==> src/rtl/cpu_pkg.sv <==
// Shared CPU control definitions: opcodes, T-state encoding and control-word bit positions.
// The conditional-jump opcodes are only decoded when COND_JUMP_EN is defined.
package cpu_pkg;

  localparam int unsigned OpcodeW = 4;

  // Opcode constants (instruction bits [7:4])
  localparam logic [OpcodeW-1:0] OpNop = 4'h0;
  localparam logic [OpcodeW-1:0] OpLda = 4'h1;
  localparam logic [OpcodeW-1:0] OpAdd = 4'h2;
  localparam logic [OpcodeW-1:0] OpSub = 4'h3;
  localparam logic [OpcodeW-1:0] OpSta = 4'h4;
  localparam logic [OpcodeW-1:0] OpLdi = 4'h5;
  localparam logic [OpcodeW-1:0] OpJmp = 4'h6;
  localparam logic [OpcodeW-1:0] OpJc  = 4'h7;
  localparam logic [OpcodeW-1:0] OpJz  = 4'h8;
  localparam logic [OpcodeW-1:0] OpOut = 4'hE;
  localparam logic [OpcodeW-1:0] OpHlt = 4'hF;

  // Micro-step counter states
  typedef enum logic [2:0] {
    StT0 = 3'd0,
    StT1 = 3'd1,
    StT2 = 3'd2,
    StT3 = 3'd3,
    StT4 = 3'd4
  } step_e;

  // Control-word bit positions; all bits active-high inside the sequencer
  localparam int unsigned CwPcRead     = 0;
  localparam int unsigned CwRamRead    = 1;
  localparam int unsigned CwIrRead     = 2;
  localparam int unsigned CwARead      = 3;
  localparam int unsigned CwAluRead    = 4;
  localparam int unsigned CwPcWrite    = 5;
  localparam int unsigned CwMarWrite   = 6;
  localparam int unsigned CwRamWrite   = 7;
  localparam int unsigned CwIrWrite    = 8;
  localparam int unsigned CwAWrite     = 9;
  localparam int unsigned CwBWrite     = 10;
  localparam int unsigned CwOutWrite   = 11;
  localparam int unsigned CwFlagsWrite = 12;
  localparam int unsigned CwPcInc      = 13;
  localparam int unsigned CwAluSub     = 14;
  localparam int unsigned CwHalt       = 15;
  // Last active step of the instruction: counter returns to T0 next
  localparam int unsigned CwLast       = 16;
  localparam int unsigned CwW          = 17;

  typedef logic [CwW-1:0] cw_t;

endpackage

==> src/rtl/control_sequencer_if.sv <==
// Bundle between the control sequencer and the datapath: instruction/flags in, controls out.
// The sequencer uses the master modport; the datapath (or a bench) the slave modport.
interface control_sequencer_if;

  logic [7:0] i_instr;
  logic       i_carry;
  logic       i_zero;

  logic       o_halt;
  logic [2:0] o_step;

  logic       o_pc_read_n;
  logic       o_ram_read_n;
  logic       o_ir_read_n;
  logic       o_a_read_n;
  logic       o_alu_read_n;

  logic       o_pc_write_n;
  logic       o_mar_write_n;
  logic       o_ram_write_n;
  logic       o_ir_write_n;
  logic       o_a_write_n;
  logic       o_b_write_n;
  logic       o_out_write_n;
  logic       o_flags_write_n;

  logic       o_pc_inc_n;
  logic       o_alu_sub;

  modport master (
    input  i_instr, i_carry, i_zero,
    output o_halt, o_step,
    output o_pc_read_n, o_ram_read_n, o_ir_read_n, o_a_read_n, o_alu_read_n,
    output o_pc_write_n, o_mar_write_n, o_ram_write_n, o_ir_write_n, o_a_write_n,
    output o_b_write_n, o_out_write_n, o_flags_write_n,
    output o_pc_inc_n, o_alu_sub
  );

  modport slave (
    output i_instr, i_carry, i_zero,
    input  o_halt, o_step,
    input  o_pc_read_n, o_ram_read_n, o_ir_read_n, o_a_read_n, o_alu_read_n,
    input  o_pc_write_n, o_mar_write_n, o_ram_write_n, o_ir_write_n, o_a_write_n,
    input  o_b_write_n, o_out_write_n, o_flags_write_n,
    input  o_pc_inc_n, o_alu_sub
  );

endinterface

==> src/rtl/control_rom.sv <==
// Combinational micro-code: maps (T-state, opcode, flags) to an active-high control word.
// COND_JUMP_EN enables JC (0x7) and JZ (0x8); without it they decode as NOP.
module control_rom
  import cpu_pkg::*;
(
  input  step_e              step_i,
  input  logic [OpcodeW-1:0] opcode_i,
  input  logic               carry_i,
  input  logic               zero_i,
  output cw_t                cw_o
);

`ifndef COND_JUMP_EN
  // Flags only matter to conditional jumps
  logic unused_flags;
  assign unused_flags = carry_i ^ zero_i;
`endif

  // Decode one micro-step; everything not set here stays inactive
  always_comb begin
    cw_o = '0;
    case (step_i)
      StT0: begin
        cw_o[CwPcRead]   = 1'b1;
        cw_o[CwMarWrite] = 1'b1;
      end
      StT1: begin
        cw_o[CwRamRead] = 1'b1;
        cw_o[CwIrWrite] = 1'b1;
        cw_o[CwPcInc]   = 1'b1;
      end
      StT2: begin
        case (opcode_i)
          OpLda, OpAdd, OpSub, OpSta: begin
            cw_o[CwIrRead]   = 1'b1;
            cw_o[CwMarWrite] = 1'b1;
          end
          OpLdi: begin
            cw_o[CwIrRead] = 1'b1;
            cw_o[CwAWrite] = 1'b1;
            cw_o[CwLast]   = 1'b1;
          end
          OpJmp: begin
            cw_o[CwIrRead]  = 1'b1;
            cw_o[CwPcWrite] = 1'b1;
            cw_o[CwLast]    = 1'b1;
          end
          OpOut: begin
            cw_o[CwARead]    = 1'b1;
            cw_o[CwOutWrite] = 1'b1;
            cw_o[CwLast]     = 1'b1;
          end
          OpHlt: begin
            cw_o[CwHalt] = 1'b1;
            cw_o[CwLast] = 1'b1;
          end
`ifdef COND_JUMP_EN
          OpJc: begin
            cw_o[CwIrRead]  = carry_i;
            cw_o[CwPcWrite] = carry_i;
            cw_o[CwLast]    = 1'b1;
          end
          OpJz: begin
            cw_o[CwIrRead]  = zero_i;
            cw_o[CwPcWrite] = zero_i;
            cw_o[CwLast]    = 1'b1;
          end
`endif
          OpNop:   cw_o[CwLast] = 1'b1;
          default: cw_o[CwLast] = 1'b1;
        endcase
      end
      StT3: begin
        case (opcode_i)
          OpLda: begin
            cw_o[CwRamRead] = 1'b1;
            cw_o[CwAWrite]  = 1'b1;
            cw_o[CwLast]    = 1'b1;
          end
          OpAdd, OpSub: begin
            cw_o[CwRamRead] = 1'b1;
            cw_o[CwBWrite]  = 1'b1;
          end
          OpSta: begin
            cw_o[CwARead]    = 1'b1;
            cw_o[CwRamWrite] = 1'b1;
            cw_o[CwLast]     = 1'b1;
          end
          default: cw_o[CwLast] = 1'b1;
        endcase
      end
      StT4: begin
        // T4 always ends the instruction
        cw_o[CwLast] = 1'b1;
        if (opcode_i == OpAdd || opcode_i == OpSub) begin
          cw_o[CwAluRead]    = 1'b1;
          cw_o[CwAWrite]     = 1'b1;
          cw_o[CwFlagsWrite] = 1'b1;
          cw_o[CwAluSub]     = (opcode_i == OpSub);
        end
      end
      default: cw_o[CwLast] = 1'b1;
    endcase
  end

endmodule

==> src/rtl/control_sequencer.sv <==
// Control sequencer top: T-state counter, sticky halt latch and reset gating around control_rom.
// Build option: COND_JUMP_EN adds the JC/JZ conditional jumps (decoded in control_rom).
module control_sequencer
  import cpu_pkg::*;
#(
  parameter int unsigned OPCODE_W = 4
) (
  input  logic               i_clk,
  input  logic               i_reset,
  control_sequencer_if.master bus
);

  logic [OPCODE_W-1:0] opcode;
  logic                unused_operand;
  step_e               step_q, step_d;
  logic                halt_q, halt_d;
  logic                active;
  cw_t                 cw;
  cw_t                 en;

  assign opcode         = bus.i_instr[7:8-OPCODE_W];
  assign unused_operand = ^bus.i_instr[7-OPCODE_W:0];

  control_rom u_control_rom (
    .step_i   (step_q),
    .opcode_i (opcode),
    .carry_i  (bus.i_carry),
    .zero_i   (bus.i_zero),
    .cw_o     (cw)
  );

  // Next step: advance, wrap to T0 after the last step, freeze once halting
  always_comb begin
    step_d = step_q;
    halt_d = halt_q;
    if (!halt_q) begin
      if (cw[CwHalt]) begin
        halt_d = 1'b1;
      end else if (cw[CwLast]) begin
        step_d = StT0;
      end else begin
        step_d = step_e'(step_q + 3'd1);
      end
    end
  end

  // Step counter and halt latch, synchronous reset
  always_ff @(posedge i_clk) begin
    if (i_reset) begin
      step_q <= StT0;
      halt_q <= 1'b0;
    end else begin
      step_q <= step_d;
      halt_q <= halt_d;
    end
  end

  // Reset and halt both silence every enable, including the T0 fetch decode
  always_comb begin
    active = ~i_reset & ~halt_q;
    en     = active ? cw : '0;
  end

  assign bus.o_halt          = ~i_reset & (halt_q | cw[CwHalt]);
  assign bus.o_step          = i_reset ? 3'd0 : step_q;

  assign bus.o_pc_read_n     = ~en[CwPcRead];
  assign bus.o_ram_read_n    = ~en[CwRamRead];
  assign bus.o_ir_read_n     = ~en[CwIrRead];
  assign bus.o_a_read_n      = ~en[CwARead];
  assign bus.o_alu_read_n    = ~en[CwAluRead];

  assign bus.o_pc_write_n    = ~en[CwPcWrite];
  assign bus.o_mar_write_n   = ~en[CwMarWrite];
  assign bus.o_ram_write_n   = ~en[CwRamWrite];
  assign bus.o_ir_write_n    = ~en[CwIrWrite];
  assign bus.o_a_write_n     = ~en[CwAWrite];
  assign bus.o_b_write_n     = ~en[CwBWrite];
  assign bus.o_out_write_n   = ~en[CwOutWrite];
  assign bus.o_flags_write_n = ~en[CwFlagsWrite];

  assign bus.o_pc_inc_n      = ~en[CwPcInc];
  assign bus.o_alu_sub       = en[CwAluSub];

endmodule

==> src/flat_wrapper.sv <==
// flat-port wrapper written by rule: the top's interface ports become plain ports
module control_sequencer_flat import cpu_pkg::*;
#(
  parameter int unsigned OPCODE_W = 4
)
  (i_clk, i_reset, bus_i_instr, bus_i_carry, bus_i_zero, bus_o_halt, bus_o_step, bus_o_pc_read_n, bus_o_ram_read_n, bus_o_ir_read_n, bus_o_a_read_n, bus_o_alu_read_n, bus_o_pc_write_n, bus_o_mar_write_n, bus_o_ram_write_n, bus_o_ir_write_n, bus_o_a_write_n, bus_o_b_write_n, bus_o_out_write_n, bus_o_flags_write_n, bus_o_pc_inc_n, bus_o_alu_sub);
  control_sequencer_if bus_i ();
  input  logic i_clk;
  input  logic i_reset;
  input wire logic [$bits(bus_i.i_instr)-1:0] bus_i_instr;
  input wire logic [$bits(bus_i.i_carry)-1:0] bus_i_carry;
  input wire logic [$bits(bus_i.i_zero)-1:0] bus_i_zero;
  output wire logic [$bits(bus_i.o_halt)-1:0] bus_o_halt;
  output wire logic [$bits(bus_i.o_step)-1:0] bus_o_step;
  output wire logic [$bits(bus_i.o_pc_read_n)-1:0] bus_o_pc_read_n;
  output wire logic [$bits(bus_i.o_ram_read_n)-1:0] bus_o_ram_read_n;
  output wire logic [$bits(bus_i.o_ir_read_n)-1:0] bus_o_ir_read_n;
  output wire logic [$bits(bus_i.o_a_read_n)-1:0] bus_o_a_read_n;
  output wire logic [$bits(bus_i.o_alu_read_n)-1:0] bus_o_alu_read_n;
  output wire logic [$bits(bus_i.o_pc_write_n)-1:0] bus_o_pc_write_n;
  output wire logic [$bits(bus_i.o_mar_write_n)-1:0] bus_o_mar_write_n;
  output wire logic [$bits(bus_i.o_ram_write_n)-1:0] bus_o_ram_write_n;
  output wire logic [$bits(bus_i.o_ir_write_n)-1:0] bus_o_ir_write_n;
  output wire logic [$bits(bus_i.o_a_write_n)-1:0] bus_o_a_write_n;
  output wire logic [$bits(bus_i.o_b_write_n)-1:0] bus_o_b_write_n;
  output wire logic [$bits(bus_i.o_out_write_n)-1:0] bus_o_out_write_n;
  output wire logic [$bits(bus_i.o_flags_write_n)-1:0] bus_o_flags_write_n;
  output wire logic [$bits(bus_i.o_pc_inc_n)-1:0] bus_o_pc_inc_n;
  output wire logic [$bits(bus_i.o_alu_sub)-1:0] bus_o_alu_sub;
  assign bus_i.i_instr = bus_i_instr;
  assign bus_i.i_carry = bus_i_carry;
  assign bus_i.i_zero = bus_i_zero;
  assign bus_o_halt = bus_i.o_halt;
  assign bus_o_step = bus_i.o_step;
  assign bus_o_pc_read_n = bus_i.o_pc_read_n;
  assign bus_o_ram_read_n = bus_i.o_ram_read_n;
  assign bus_o_ir_read_n = bus_i.o_ir_read_n;
  assign bus_o_a_read_n = bus_i.o_a_read_n;
  assign bus_o_alu_read_n = bus_i.o_alu_read_n;
  assign bus_o_pc_write_n = bus_i.o_pc_write_n;
  assign bus_o_mar_write_n = bus_i.o_mar_write_n;
  assign bus_o_ram_write_n = bus_i.o_ram_write_n;
  assign bus_o_ir_write_n = bus_i.o_ir_write_n;
  assign bus_o_a_write_n = bus_i.o_a_write_n;
  assign bus_o_b_write_n = bus_i.o_b_write_n;
  assign bus_o_out_write_n = bus_i.o_out_write_n;
  assign bus_o_flags_write_n = bus_i.o_flags_write_n;
  assign bus_o_pc_inc_n = bus_i.o_pc_inc_n;
  assign bus_o_alu_sub = bus_i.o_alu_sub;
  control_sequencer #(.OPCODE_W(OPCODE_W)) u_core (.i_clk(i_clk), .i_reset(i_reset), .bus(bus_i));
endmodule
==> config.mk <==
export PLATFORM = sky130hd
export DESIGN_NAME = control_sequencer_flat
export DESIGN_NICKNAME = d
export VERILOG_FILES = /design/src/rtl/cpu_pkg.sv /design/src/rtl/control_sequencer_if.sv /design/src/rtl/control_rom.sv /design/src/rtl/control_sequencer.sv /design/src/flat_wrapper.sv
export SDC_FILE = /design/constraint.sdc
export NUM_CORES = 1
export LEC_CHECK = 0
export CORE_MARGIN = 8
export CORE_UTILIZATION = 25
export DETAILED_ROUTE_END_ITERATION = 7
export PLACE_DENSITY = 0.57
export SYNTH_ARGS = -nofsm -noshare
export SYNTH_HDL_FRONTEND = slang
export SYNTH_HIERARCHICAL = 1
export SYNTH_SLANG_ARGS = --single-unit
==> constraint.sdc <==
create_clock -name i_clk -period 1.9 [get_ports i_clk]
set_input_delay 0.19 -clock i_clk [delete_from_list [all_inputs] [get_ports i_clk]]
set_output_delay 0.19 -clock i_clk [all_outputs]
set_load 0.01 [all_outputs]
==> results, run 1 <==
- During synthesis, Yosys emitted a total of 6 warnings.
- The number of buffers and inverters on the critical path is 2.
- The maximum buffer depth of the clock tree is 2.
- Pin placement for this block handled 31 I/O pins.
- The family with the most delay on the worst path is simple AND/OR/NAND/NOR gates.
- The worst-case clock skew is a little under 0.006 ns.
- The proportion of register bits with asynchronous set or reset after synthesis is 0%.
- The floorplan has 18 rows.
- The post-synthesis average cell area is roughly 7 um2.
- For this design the ratio of total power to cell area is 779 nW/um2.
- The layout overhead on the synthesized area is 71.2%.
- The via count is between 700 and 800.
- For this run, global-route usage on met2 was measured as about 17%.
- By area the synthesized netlist is led by sky130_fd_sc_hd__dfxtp_1, sky130_fd_sc_hd__nand2_2, sky130_fd_sc_hd__buf_6.
- Clock tree synthesis selected as its root buffer the cell sky130_fd_sc_hd__clkbuf_4.
- Hold timing on the final database bottoms out at a slack of just over 0.6 ns.
- Counting flops and latches in the post-synthesis netlist gives 4.
- The kind of critical path is reg -> out.
- The number of nets in the synthesized netlist is 100.
- The number of enable-type register cells in the synthesized netlist is 0.
- The total standard cell area after synthesis is ~620 um2.
- The largest single stage delay on the critical path is 0.38 ns.
- For the pin with the worst max-slew slack, the measured transition is about 0.33 ns.
- The total length of routed wires is roughly 1900 um.
- The sequential cells in the finished layout cover a total of roughly 81 um2.
- The first-pass GRT wire length is about 3000 um.
- The number of inserted filler cells in the final layout is 267.
- Measured along the x axis, the die boundary spans between 60 and 70 um.
- Data on the critical path is required at its endpoint by about 1.7 ns.
- The tree built by TritonCTS fans out to 4 sinks.
- At the worst endpoint, the arrival time is around 1.6 ns.
- Dividing the final minimum period by the clock period gives a little under 100%.
- met2 is the most crowded layer.
- The TritonCTS clock tree is built.
- The count of final max-slew check failures was 0.
- The repair_antennas step left the layout with diodes totalling 0.
- The average detailed-routed wire length per instance is 11.8 um.
- The number of routed nets with antenna violations is 0.
- Entering global routing, the biggest net connects 12 pins.
- The multi-input combinational cells in the finished layout cover a total of 500 um2.
- Port buffering added 24 buffers.
- For this run, the leading register cell type out of synthesis is sky130_fd_sc_hd__dfxtp_1.
- The number of buffers created by CTS is 3.
- The top cell type by total area after synthesis is sky130_fd_sc_hd__dfxtp_1.
- The path class of the tightest hold or removal check is reg -> reg.
- The cell with the biggest individual delay on the critical path is sky130_fd_sc_hd__or3_4.
- Setup violations remaining at the end of the flow were counted as 0.
- For this run, the register share of the synthesized area comes to 12.9%.
- In this run, the number of DRC markers left after iteration 0 of detailed routing was 9.
- The floorplan core area is ~2400 um2.
- The critical path capture point type is an output port.
- The clock-pin transition on the worst setup and hold timing paths is roughly 0.03 ns.
- The total power consumption of the routed design is 0.830 mW.
- The die is 65.9 um tall.
- For met1 alone, demand over resource in global routing was 7.71%.
- The analysis attributes to cell leakage a power of between 0.4 and 0.5 nW.
- VDD sags by at most 0.543 mV.
- Traced cell by cell, the critical path runs through buf_4 > or3_4 > nor4_2 > nand2_2 > dlygate4sd2_1.
- The worst max-slew margin expressed relative to the limit is between 70 and 80%.
- The maximum clock rate is 548 MHz.
- The number of detailed-routing iterations run before antenna repair is 4.
- The later pin in the worst-skew pair is clocked with a latency of between 0.2 and 0.25 ns.
- Global routing used ~3.2% of the available met3 tracks.
- Once routing completed, OpenROAD measured the worst setup slack at 0.0744 ns.
- At the end of the flow, the number of nets in the layout was about 140.
- The largest driver fanout on the critical path is 10.
- Summed over all layers, the global routing overflow is 0.
- The number of max-capacitance violations reported is 0.
- The total global routing track utilization is 8.91%.
- The die area is 4340 um2.
- The core utilization of the finished layout is between 40% and 50%.
- The total half-perimeter wirelength after legalization and detailed placement is ~1500 um.
- The number of global-route vias before repair is 751.
- The worst setup slack before clock tree synthesis is -0.415 ns.
- Buffers inserted to repair hold after CTS numbered 0.
- The initial antenna violation count is 0.
- Setup repair after global routing left no endpoint under its margin.
- Routability-driven placement finished with a final weighted congestion of 0.872.
- The flow ran to the end, and the final reports show no timing, DRC or antenna violations.
- In the routed layout, each cell is associated on average with a via count of ~4.7.
- The unique cell type count in the Yosys netlist is 36.
- In this run the number of H-tree levels came out at 1.
- The count of endpoints failing hold in the final timing report is 0.
- The starting utilization of the core area is between 20% and 30%.
- The worst path in the final design needs a cycle of ~1.8 ns, including I/O delays and setup.
- Of the cells placed in the final design, the portion with a size suffix greater than 1 is about half.
- After synthesis, the largest area contributor takes up 12.9% of total cell area.
- The worst setup path is launched from a flop.
- Synthesis produced a netlist whose cell count is 87.
- The remaining design rule violation count is 0.
[area by class of cell]
cell class,instances,share of cell area [%]
timing repair buffer,49,39.0
clock buffer,3,2.12
multi-input combinational,70,47.0
sequential,4,7.64
tap,30,3.53
inverter,2,0.705
[cell usage in the layout (no fill, tap or decap), types with 2 or more instances in the layout]
cell type                         synthesis  final
sky130_fd_sc_hd__buf_4                    4     23
sky130_fd_sc_hd__dlygate4sd2_1            0     11
sky130_fd_sc_hd__nand2_2                 10     10
sky130_fd_sc_hd__nand2_1                  7      7
sky130_fd_sc_hd__clkdlybuf4s50_1          0      5
sky130_fd_sc_hd__nor2_1                   6      5
sky130_fd_sc_hd__a21oi_1                  6      5
sky130_fd_sc_hd__clkbuf_4                 0      3
sky130_fd_sc_hd__buf_2                    0      3
sky130_fd_sc_hd__nor2b_1                  3      3
sky130_fd_sc_hd__nor3_1                   5      3
sky130_fd_sc_hd__nand2b_1                 4      3
sky130_fd_sc_hd__dfxtp_1                  4      3
sky130_fd_sc_hd__nor4_2                   0      3
sky130_fd_sc_hd__clkdlybuf4s15_2          0      2
sky130_fd_sc_hd__nor2_2                   1      2
sky130_fd_sc_hd__and2_1                   2      2
sky130_fd_sc_hd__nor3_2                   0      2
[per-stage QoR]
| step | TNS, ns | cells | instance area, um2 |
|---|---|---|---|
| 3_5_place_dp | -3.92 | 154 | 1000 |
| 4_1_cts | -0.00473 | 158 | 1050 |
| 2_1_floorplan | 0 | 87 | 622 |
| 5_1_grt | 0 | 158 | 1060 |
| 6_report | 0 | 158 | 1060 |
| 3_3_place_gp | -3.77 | 154 | 1000 |
[registers in the layout (all words and copies together), names as in the netlist]
name,count
u_core/step_q,3
u_core/halt_q,1
[worst register-to-register path, stage by stage, from the launching register on]
cell	delay [ns]
sky130_fd_sc_hd__dfxtp_1	0.32
sky130_fd_sc_hd__buf_4	0.18
sky130_fd_sc_hd__buf_4	0.16
sky130_fd_sc_hd__nand2b_1	0.11
sky130_fd_sc_hd__a21oi_1	0.06
sky130_fd_sc_hd__o21ai_0	0.22
sky130_fd_sc_hd__buf_4	0.16
sky130_fd_sc_hd__o21ai_1	0.06
sky130_fd_sc_hd__a32o_1	0.21
[per-layer routing]
layer | share of wire, % | vias up
met4 | 1.8 | 0
met1 | 38 | 334
li1 | - | 388
met3 | 9.0 | 4
met5 | 0 | -
met2 | 51 | 19
[Yosys cell counts, types with 2 or more instances]
library cell / count
sky130_fd_sc_hd__nand2b_1: 4
sky130_fd_sc_hd__nor3_1: 5
sky130_fd_sc_hd__a21oi_1: 6
sky130_fd_sc_hd__dfxtp_1: 4
sky130_fd_sc_hd__nor2_1: 6
sky130_fd_sc_hd__or4_1: 2
sky130_fd_sc_hd__or3_1: 2
sky130_fd_sc_hd__buf_6: 3
sky130_fd_sc_hd__o21ai_0: 2
sky130_fd_sc_hd__buf_4: 4
sky130_fd_sc_hd__nand2_2: 10
sky130_fd_sc_hd__clkbuf_1: 3
sky130_fd_sc_hd__nor2b_1: 3
sky130_fd_sc_hd__nand2_1: 7
sky130_fd_sc_hd__nor4_1: 4
sky130_fd_sc_hd__and2_1: 2
[timing repair]
action                     in CTS  in global routing
setup endpoints to repair      15                 12
resized for setup              44                  6
buffers inserted                1                  0
pin swaps                       5                  2
[power breakdown]
part | leakage, nW | switching (mW) | internal, mW
combinational | 0.381 | 0.286 | 0.306
sequential | 0.0331 | 0.0218 | 0.109
clock | 0.0138 | 0.0361 | 0.0707
total | 0.428 | 0.344 | 0.486
[kinds of logic (layout without fill, tap and decap cells)]
logic type | Yosys count | count (layout) | synth area share (%)
fa+ha+maj | 1 | 1 | 2.01
buf+inv | 13 | 54 | 15.7
flops | 4 | 4 | 12.9
xor+xnor | 1 | 1 | 1.41
simple gates | 54 | 54 | 53.9
compound gates | 14 | 14 | 14.1
[worst paths after layout]
kind,startpoint,end,slack [ns],cells after the start
min reg2reg,u_core/step_q[1],u_core/step_q[1],0.62,3
max reg2reg,u_core/step_q[0],u_core/step_q[2],0.33,8
min,u_core/step_q[1],u_core/step_q[1],0.62,3
max,u_core/step_q[0],bus_o_pc_write_n,0.07,5
Power figures use the tool's default switching activity.
==> inputs of run 2 (changes only) <==
--- a/config.mk
+++ b/config.mk
@@ -5,10 +5,12 @@
 export SDC_FILE = /design/constraint.sdc
 export NUM_CORES = 1
 export LEC_CHECK = 0
+export ABC_AREA = 1
 export CORE_MARGIN = 8
 export CORE_UTILIZATION = 25
+export CTS_BUF_LIST = sky130_fd_sc_hd__clkbuf_8
 export DETAILED_ROUTE_END_ITERATION = 7
-export PLACE_DENSITY = 0.57
+export PLACE_DENSITY = 0.58
 export SYNTH_ARGS = -nofsm -noshare
 export SYNTH_HDL_FRONTEND = slang
 export SYNTH_HIERARCHICAL = 1
==> run 2 against run 1 <==
Against the previous run: setup slack improved by 0.070 ns; combinational power fell by 7.8%; clock skew decreased by 0.0023 ns; synthesized cell count up 29%; sequential share of layout area up 0.47 points; cell count increased by 11%; total power increased by 3.6%; sequential power about the same; cell area down 7.3%.
==> results, run 2 <==
- The count of endpoints failing hold in the final timing report is 0.
- The via-per-instance ratio is approximately 4.2.
- Ranked by flip-flop count, first place goes to u_core/step_q.
- The sum of negative setup slack is 0 ns.
- The unique cell type count in the Yosys netlist is 19.
- The clock latency on the worst-skew pair is 0.22 ns.
- Cells fill 43.8% of the core in the end.
- The launch point of the critical path is i_reset.
- The first global-routing pass estimated 2940 um of wire.
- In the final layout, the registers with the most flip-flops are u_core/step_q x3, u_core/halt_q x1.
- Dividing total power by cell area gives a power density of about 870 nW/um2.
- The worst max-slew margin expressed relative to the limit is 80.6%.
- The worst path needs roughly 1.8 ns of the cycle, external delays included.
- Once the floorplan was initialized, standard cells occupied a little over a quarter of the core.
- The Yosys warning count is 6.
- Synthesis handed over a netlist of 112 instances.
- The tree is rooted in a sky130_fd_sc_hd__clkbuf_8.
- The total instance count after detailed placement is ~170.
- The post-CTS setup repair buffer count is 0.
- In the layout the commonest cells are sky130_fd_sc_hd__nand2_1, sky130_fd_sc_hd__inv_1, sky130_fd_sc_hd__nor2_1, sky130_fd_sc_hd__buf_4, sky130_fd_sc_hd__clkdlybuf4s50_1.
- The number of global-route vias before repair is just under 700.
- Synthesis inferred 4 register bits.
- The final worst-path setup slack is 0.144 ns.
- The top cell type by total area after synthesis is sky130_fd_sc_hd__nand2_1.
- The maximum clock rate is approximately 570 MHz.
- The worst setup slack before clock tree synthesis is -0.135 ns.
- The type of origin of the critical path is an input port.
- Summing internal, switching and leakage power gives between 0.8 and 0.9 mW.
- Setup repair after global routing left no endpoint under its margin.
- The cell with the biggest individual delay on the critical path is sky130_fd_sc_hd__clkdlybuf4s50_1.
- The TritonCTS sink count is 4.
- After synthesis, the cell types taking the most area are sky130_fd_sc_hd__nand2_1, sky130_fd_sc_hd__dfxtp_1, sky130_fd_sc_hd__inv_1.
- The startpoint identified for the worst register-to-register timing path is u_core/step_q[0].
- The count of boundary I/O pins is 31.
- In this run the vertical extent of the chip is between 60 and 70 um.
- Along the worst path, the maximum fanout reaches 14.
- The antenna diode instance count is 0.
- Routability-driven placement finished with a final weighted congestion of roughly 0.80.
- Once detailed placement completed, the half-perimeter wirelength came to 1450 um.
- Once detail routing completed, the nets flagged for antenna violations numbered 0.
- The number of buffers created by CTS is 3.
- The number of failing setup endpoints in the final timing report is 0.
- The depth of the worst register-to-register path is 11.
- The maximum buffer depth of the clock tree is 2.
- The die area is 4240 um2.
- The transition time at the pin with the least slew margin is between 0.2 and 0.3 ns.
- The worst-case clock skew is about 0.0035 ns.
- The share of synthesized area occupied by flip-flops and latches is roughly an eighth.
- Walking the worst path, the cells encountered are clkdlybuf4s50_1 > nor2_4 > nand2_1 > clkdlybuf4s50_1.
- The critical path in this run is classified as in -> out.
- The worst hold path passes through 3 cells.
- In the synthesized netlist the dominant register cell turns out to be sky130_fd_sc_hd__dfxtp_1.
- The library cell used most frequently in the layout, excluding fill and tap cells, is sky130_fd_sc_hd__nand2_1.
- After detailed routing, the number of remaining DRC violations is 0.
- The count of final max-slew check failures is 0.
- The number of enable-type register cells in the synthesized netlist is 0.
- The total standard cell area after synthesis is approximately 600 um2.
- The worst hold-check slack is approximately 0.63 ns.
- The capture point of the worst reg-to-reg path is u_core/step_q[2].
- The number of non-filler instances in the completed layout is around 180.
- Compared with the post-synthesis result, the final layout area differs by 63.7%.
- In this run the tool buffered the top-level ports with 24 buffer cells.
- Setup slack on the worst reg-to-reg path comes out at 0.54 ns.
- Measured along the x axis, the die boundary spans roughly 65 um.
- The peak ir drop on the vdd network is 0.536 mV.
- STA classifies the critical path endpoint as an output port.
- In the final layout, the share of cells above drive strength 1 is 23.1%.
- The number of nets in the synthesized netlist is between 100 and 150.
- After the last flow step, the layout net total stands at about 160.
- Dividing the final minimum period by the clock period gives between 90 and 100%.
- The highest cell delay on the worst timing path is about 0.49 ns.
- In the synthesized netlist, the cells that appear most often are sky130_fd_sc_hd__nand2_1, sky130_fd_sc_hd__inv_1, sky130_fd_sc_hd__nor2_1.
- The leakage power total is between 0.4 and 0.5 nW.
- TritonCTS built the clock tree.
- In this run the worst hold path is classified as reg -> reg.
- The average detailed-routed wire length per instance is ~9.5 um.
- The flip-flop count of the largest register, all copies and words added is 3.
- The initialized floorplan defines 17 standard-cell rows.
- The clock-pin transition on the worst setup and hold timing paths is 0.03 ns.
- The floorplan core area is roughly 2300 um2.
- The post-layout instance area is around 1000 um2.
- The number of max-capacitance violations reported is 0.
- The via count is 739.
- The arrival time at the worst endpoint is around 1.6 ns.
- The pre-antenna-repair detailed-routing pass consisted of 3 iterations.
- Entering global routing, the biggest net connects 15 pins.
- The run finished with clean final reports.
- Counting stages on the worst path, the most repeated cell is sky130_fd_sc_hd__clkdlybuf4s50_1.
- In this run the most critical hold path is launched from u_core/step_q[1].
- The proportion of register bits with asynchronous set or reset after synthesis is 0%.
- The total length of routed wires is roughly 1700 um.
- The critical path ends at bus_o_pc_read_n.
- The area of placed instances is ~930 um2.
- The synthesized design devotes to its leading area cell type roughly a quarter of total area.
- In the global route stage, overall resource usage came out at 8.61%.
- The initial antenna violation count is 0.
- Data on the critical path is required at its endpoint by approximately 1.7 ns.
- In the post-synthesis netlist, the cell with the most instances is sky130_fd_sc_hd__nand2_1.
- The global-route congestion overflow total is 0.
- After synthesis, the mean cell area works out to ~5.4 um2.
- The H-tree depth is 1.
- In this run, post-CTS hold repair placed 0 buffers.
- In this run, the number of DRC markers left after iteration 0 of detailed routing was 16.
-- run 2: area by class of cell --
| class | instances | area (um2) |
|---|---|---|
| Multi-Input combinational cell | 82 | 419 |
| Sequential cell | 4 | 80.1 |
| Fill cell | 257 | 1270 |
| Inverter | 22 | 82.6 |
| Timing Repair Buffer | 36 | 329 |
| Tap cell | 28 | 35.0 |
| Clock buffer | 3 | 41.3 |
-- run 2: critical path: cells and delay by family --
family	cells	cell delay (ns)
buf+inv	2	0.98
simple gates	2	0.38
-- run 2: kinds of logic (layout without fill, tap and decap cells) --
family / count (synthesis) / after routing / synth area share [%]
AOI/OAI and AO/OA: 7 / 7 / 8.30
buffers and inverters: 26 / 61 / 19.9
adders and majority gates: 1 / 1 / 2.07
DFF: 4 / 4 / 13.3
and+or+nand+nor: 74 / 74 / 56.4
-- run 2: worst min path at each step --
stage / end / slack, ns
CTS: u_core/step_q[1] / 0.64
global placement: u_core/step_q[1] / 0.63
floorplan: u_core/halt_q / 0.39
detailed placement: u_core/step_q[1] / 0.63
global route: u_core/step_q[1] / 0.69
finish: u_core/step_q[1] / 0.63
-- run 2: metal layers --
| layer | wire length (um) | GRT usage, % | vias to the layer above |
|---|---|---|---|
| li1 | - | - | 399 |
| met1 | 786 | 9.44 | 315 |
| met2 | 729 | 13.9 | 21 |
| met3 | 122 | 3.39 | 4 |
| met4 | 33 | 4.90 | 0 |
| met5 | 0 | 0 | - |
-- run 2: power breakdown --
| group | switching [mW] | leakage, nW | internal [mW] |
|---|---|---|---|
| Clock | 0.0499 | 0.0216 | 0.136 |
| Sequential | 0.0177 | 0.0328 | 0.111 |
| Combinational | 0.299 | 0.420 | 0.247 |
-- run 2: repair_timing --
| item | in CTS | in global routing |
|---|---|---|
| pin swaps | 1 | 0 |
| cloned | 0 | 0 |
| gates resized for setup | 11 | 8 |
| endpoints found under the hold margin | 0 | 0 |
| endpoints found under the setup margin | 10 | 8 |
==> inputs of run 3 (changes only) <==
--- a/config.mk
+++ b/config.mk
@@ -10,7 +10,7 @@
 export CORE_UTILIZATION = 25
 export CTS_BUF_LIST = sky130_fd_sc_hd__clkbuf_8
 export DETAILED_ROUTE_END_ITERATION = 7
-export PLACE_DENSITY = 0.58
+export PLACE_DENSITY = 0.6
 export SYNTH_ARGS = -nofsm -noshare
 export SYNTH_HDL_FRONTEND = slang
 export SYNTH_HIERARCHICAL = 1
==> constraint.sdc (replaced) <==
create_clock -name i_clk -period 1.55 [get_ports i_clk]
set_input_delay 0.155 -clock i_clk [delete_from_list [all_inputs] [get_ports i_clk]]
set_output_delay 0.155 -clock i_clk [all_outputs]
set_load 0.01 [all_outputs]
==> run 3 against run 2 <==
Against the previous run: critical path depth grew 3; non-clock buffer count rose by 3; via count up 2.4%; critical endpoint unchanged; core utilization down 1.3 points; die area unchanged; clock skew down 0.0034 ns; register-to-register slack worse by 0.27 ns.
==> results, run 3 (synthesis gave the netlist of run 2 again) <==
- For this run, global-route usage on met3 was measured as approximately 3.1%.
- The average detailed-routed wire length per instance is between 10 and 15 um.
- The die covers ~4200 um2.
- The largest driver fanout on the critical path is 4.
- The quantity of hold-fixing buffers added after cts is 0.
- In the layout the commonest cells are sky130_fd_sc_hd__nand2_1, sky130_fd_sc_hd__inv_1, sky130_fd_sc_hd__buf_4, sky130_fd_sc_hd__nor2_1.
- The count of endpoints failing hold in the final timing report is 0.
- The most common cell after layout, fill and taps aside is sky130_fd_sc_hd__nand2_1.
- Entering global routing, the biggest net connects 15 pins.
- More flip-flops sit in one register than any other, and that register is u_core/step_q.
- Among cell families on the critical path, the largest total delay comes from buffers and inverters.
- The total instance count after detailed placement is 175.
- The sequential share of power is 15.7%.
- The number of failing setup endpoints in the final timing report is 0.
- The initial antenna violation count is 0.
- The wire-length estimate of the detail-placed layout is approximately 1500 um.
- The number of non-filler instances in the completed layout is ~180.
- The share of the clock period used by the worst path is between 90 and 100%.
- Summed over all layers, the global routing overflow is 0.
- The count of boundary I/O pins is 31.
- The first TritonRoute pass finished after 4 iterations.
- In this run the static leakage power is 0.508 nW.
- IR analysis of the VDD net gives a maximum drop of 0.697 mV.
- The first-pass GRT wire length is approximately 3000 um.
- The internal power is just over 0.6 mW.
- The relative contribution of combinational cells to total power is between 60 and 70%.
- The global routing stage identified its most utilized layer as met2.
- From synthesis to final layout, the design area changed by 58.9%.
- The TritonCTS clock tree is built.
- The minimum clock period after layout is between 1 and 1.5 ns.
- The maximum clock rate is slightly below 700 MHz.
- The initialized floorplan defines 17 standard-cell rows.
- The kind of critical path is reg -> out.
- For this run, global-route usage on met2 was measured as between 10% and 20%.
- The transition time at the pin with the least slew margin is between 0.2 and 0.3 ns.
- The worst max-slew margin expressed relative to the limit is roughly four fifths.
- The clock latency on the worst-skew pair is around 0.21 ns.
- The total global routing track utilization is roughly 8.5%.
- The maximum buffer depth of the clock tree is 2.
- Fill cells in the final layout number ~270.
- The largest registers in the layout are u_core/step_q x3, u_core/halt_q x1.
- Across the run, the number of max-cap violations was 0.
- The flip-flop count of the largest register, all copies and words added is 3.
- The power density over cell area is 1140 nW/um2.
- Clock tree synthesis inserted a total of 3 buffers.
- The worst hold-check slack is slightly below 0.6 ns.
- In the global route stage, met1 resource usage came out at under 10%.
- The path class of the lowest-slack min-delay path is reg -> reg.
- Of the total power, the clock network draws about a fifth.
- The run finished with clean final reports.
- The initial utilization of the core area, before any placement, comes to roughly a quarter.
- The number of DRC violations after detailed-routing iteration 0 is 38.
- The count of buffers added on input and output ports is 24.
- The via count is between 700 and 800.
- The data required time of the critical path is about 1.4 ns.
- The via-per-instance ratio is 4.25.
- The design draws 1.09 mW.
- In this run the horizontal extent of the chip is 65.1 um.
- The worst-case clock skew is 0.0000868 ns.
- The remaining design rule violation count is 0.
- The arrival time at the worst endpoint is ~1.3 ns.
- CTS saw 4 sinks.
- The core region is around 2300 um2.
- Cells with a size suffix above 1 make up ~40% of the layout.
- From bottom edge to top edge, the die measures around 65 um.
- In this run the number of H-tree levels came out at 1.
- The total length of routed wires is approximately 1800 um.
- In this run switching power makes up between 40% and 50% of total power.
- In this run the power spent charging and discharging nets is 0.474 mW.
- The critical path capture point type is an output port.
- Among all stages on the critical path, the largest delay is contributed by sky130_fd_sc_hd__dfxtp_2.
- The highest cell delay on the worst timing path is around 0.32 ns.
- The antenna diode instance count is 0.
- The cell sitting at the root of the clock tree is a sky130_fd_sc_hd__clkbuf_8.
- The type of origin of the critical path is a flop.
- The placer's final routability congestion estimate is 0.933.
- The detail route stage leaves a number of antenna-violating nets equal to 0.
- For this run, the post-layout net count is between 150 and 200.
- In the final layout, flip-flops and latches occupy roughly 84 um2.
- After clock tree synthesis, the clock-pin slew on the worst setup and hold paths is 0.03 ns.
- The number of global-route vias before repair came to between 700 and 800.
- The count of final max-slew check failures is 0.
- Walking the worst path, the cells encountered are buf_4 > buf_4 > inv_1 > nand2_1 > inv_1 > nand2_1 > dlygate4sd2_1.
- Together, buffers and inverters on the worst path number 5.
- Summing all multi-input logic gate instances after layout gives 429 um2.
-- run 3: cell types whose count changed in the layout (fill, tap and decap cells not counted), moves of 3 or more --
cell                              change
sky130_fd_sc_hd__clkdlybuf4s50_1      -9
sky130_fd_sc_hd__buf_2                +8
sky130_fd_sc_hd__clkbuf_2             +5
sky130_fd_sc_hd__nor2_1               -4
sky130_fd_sc_hd__nor2_2               +4
sky130_fd_sc_hd__dfxtp_1              -3
sky130_fd_sc_hd__dfxtp_2              +3
-- run 3: path summary, 6_finish.rpt --
check,start,depth (start not counted),slack [ns],endpoint
setup / recovery,u_core/step_q[1],7,0.08,bus_o_pc_read_n
hold / removal,u_core/step_q[1],3,0.58,u_core/step_q[1]
setup reg to reg,u_core/step_q[0],11,0.27,u_core/step_q[2]
hold reg to reg,u_core/step_q[1],3,0.58,u_core/step_q[1]
-- run 3: layer usage --
layer  vias to the layer above  wire length, um
met5                         -                0
met4                         0                8
met3                         2              109
met2                        24              827
met1                       325              844
li1                        406                -
-- run 3: metrics by stage --
step	setup WS [ns]	cell area [um2]	util, %	TNS [ns]
5_1_grt	-0.00570	958	42.5	-0.00570
2_1_floorplan	0.216	603	-	0
3_5_place_dp	-0.407	953	42.3	-4.91
4_1_cts	0.00260	970	43.0	0
6_report	0.0796	958	42.5	0
3_3_place_gp	-0.388	953	42.3	-4.54
-- run 3: final cells by class --
cell class	count	share of cell area, %
multi-input combinational	82	44.8
timing repair buffer	39	29.9
sequential	4	8.75
inverter	22	8.62
clock buffer	3	4.31
tap	28	3.66
-- run 3: power by group through the flow --
stage	clock network, mW	logic, mW	registers [mW]
finish	0.215	0.706	0.172
CTS	0.229	0.695	0.166
global route	0.227	0.803	0.180
floorplan	0	0.401	0.185
detailed placement	0	0.738	0.163
global placement	0	0.728	0.162
-- run 3: worst reg2reg max path: stages (launching register included) --
cell	delay, ns
sky130_fd_sc_hd__dfxtp_2	0.31
sky130_fd_sc_hd__inv_2	0.05
sky130_fd_sc_hd__nand2_2	0.05
sky130_fd_sc_hd__nor2_4	0.10
sky130_fd_sc_hd__inv_2	0.06
sky130_fd_sc_hd__nor3_4	0.18
sky130_fd_sc_hd__nor2_4	0.07
sky130_fd_sc_hd__buf_4	0.15
sky130_fd_sc_hd__nand2_1	0.06
sky130_fd_sc_hd__nand2_1	0.04
sky130_fd_sc_hd__nand2_1	0.07
sky130_fd_sc_hd__nor2_2	0.03
-- run 3: repair_timing --
item,CTS,global route
pin swaps,1,4
cloned,0,0
setup endpoints to repair,19,15
buffers inserted,0,0
resized for setup,57,15
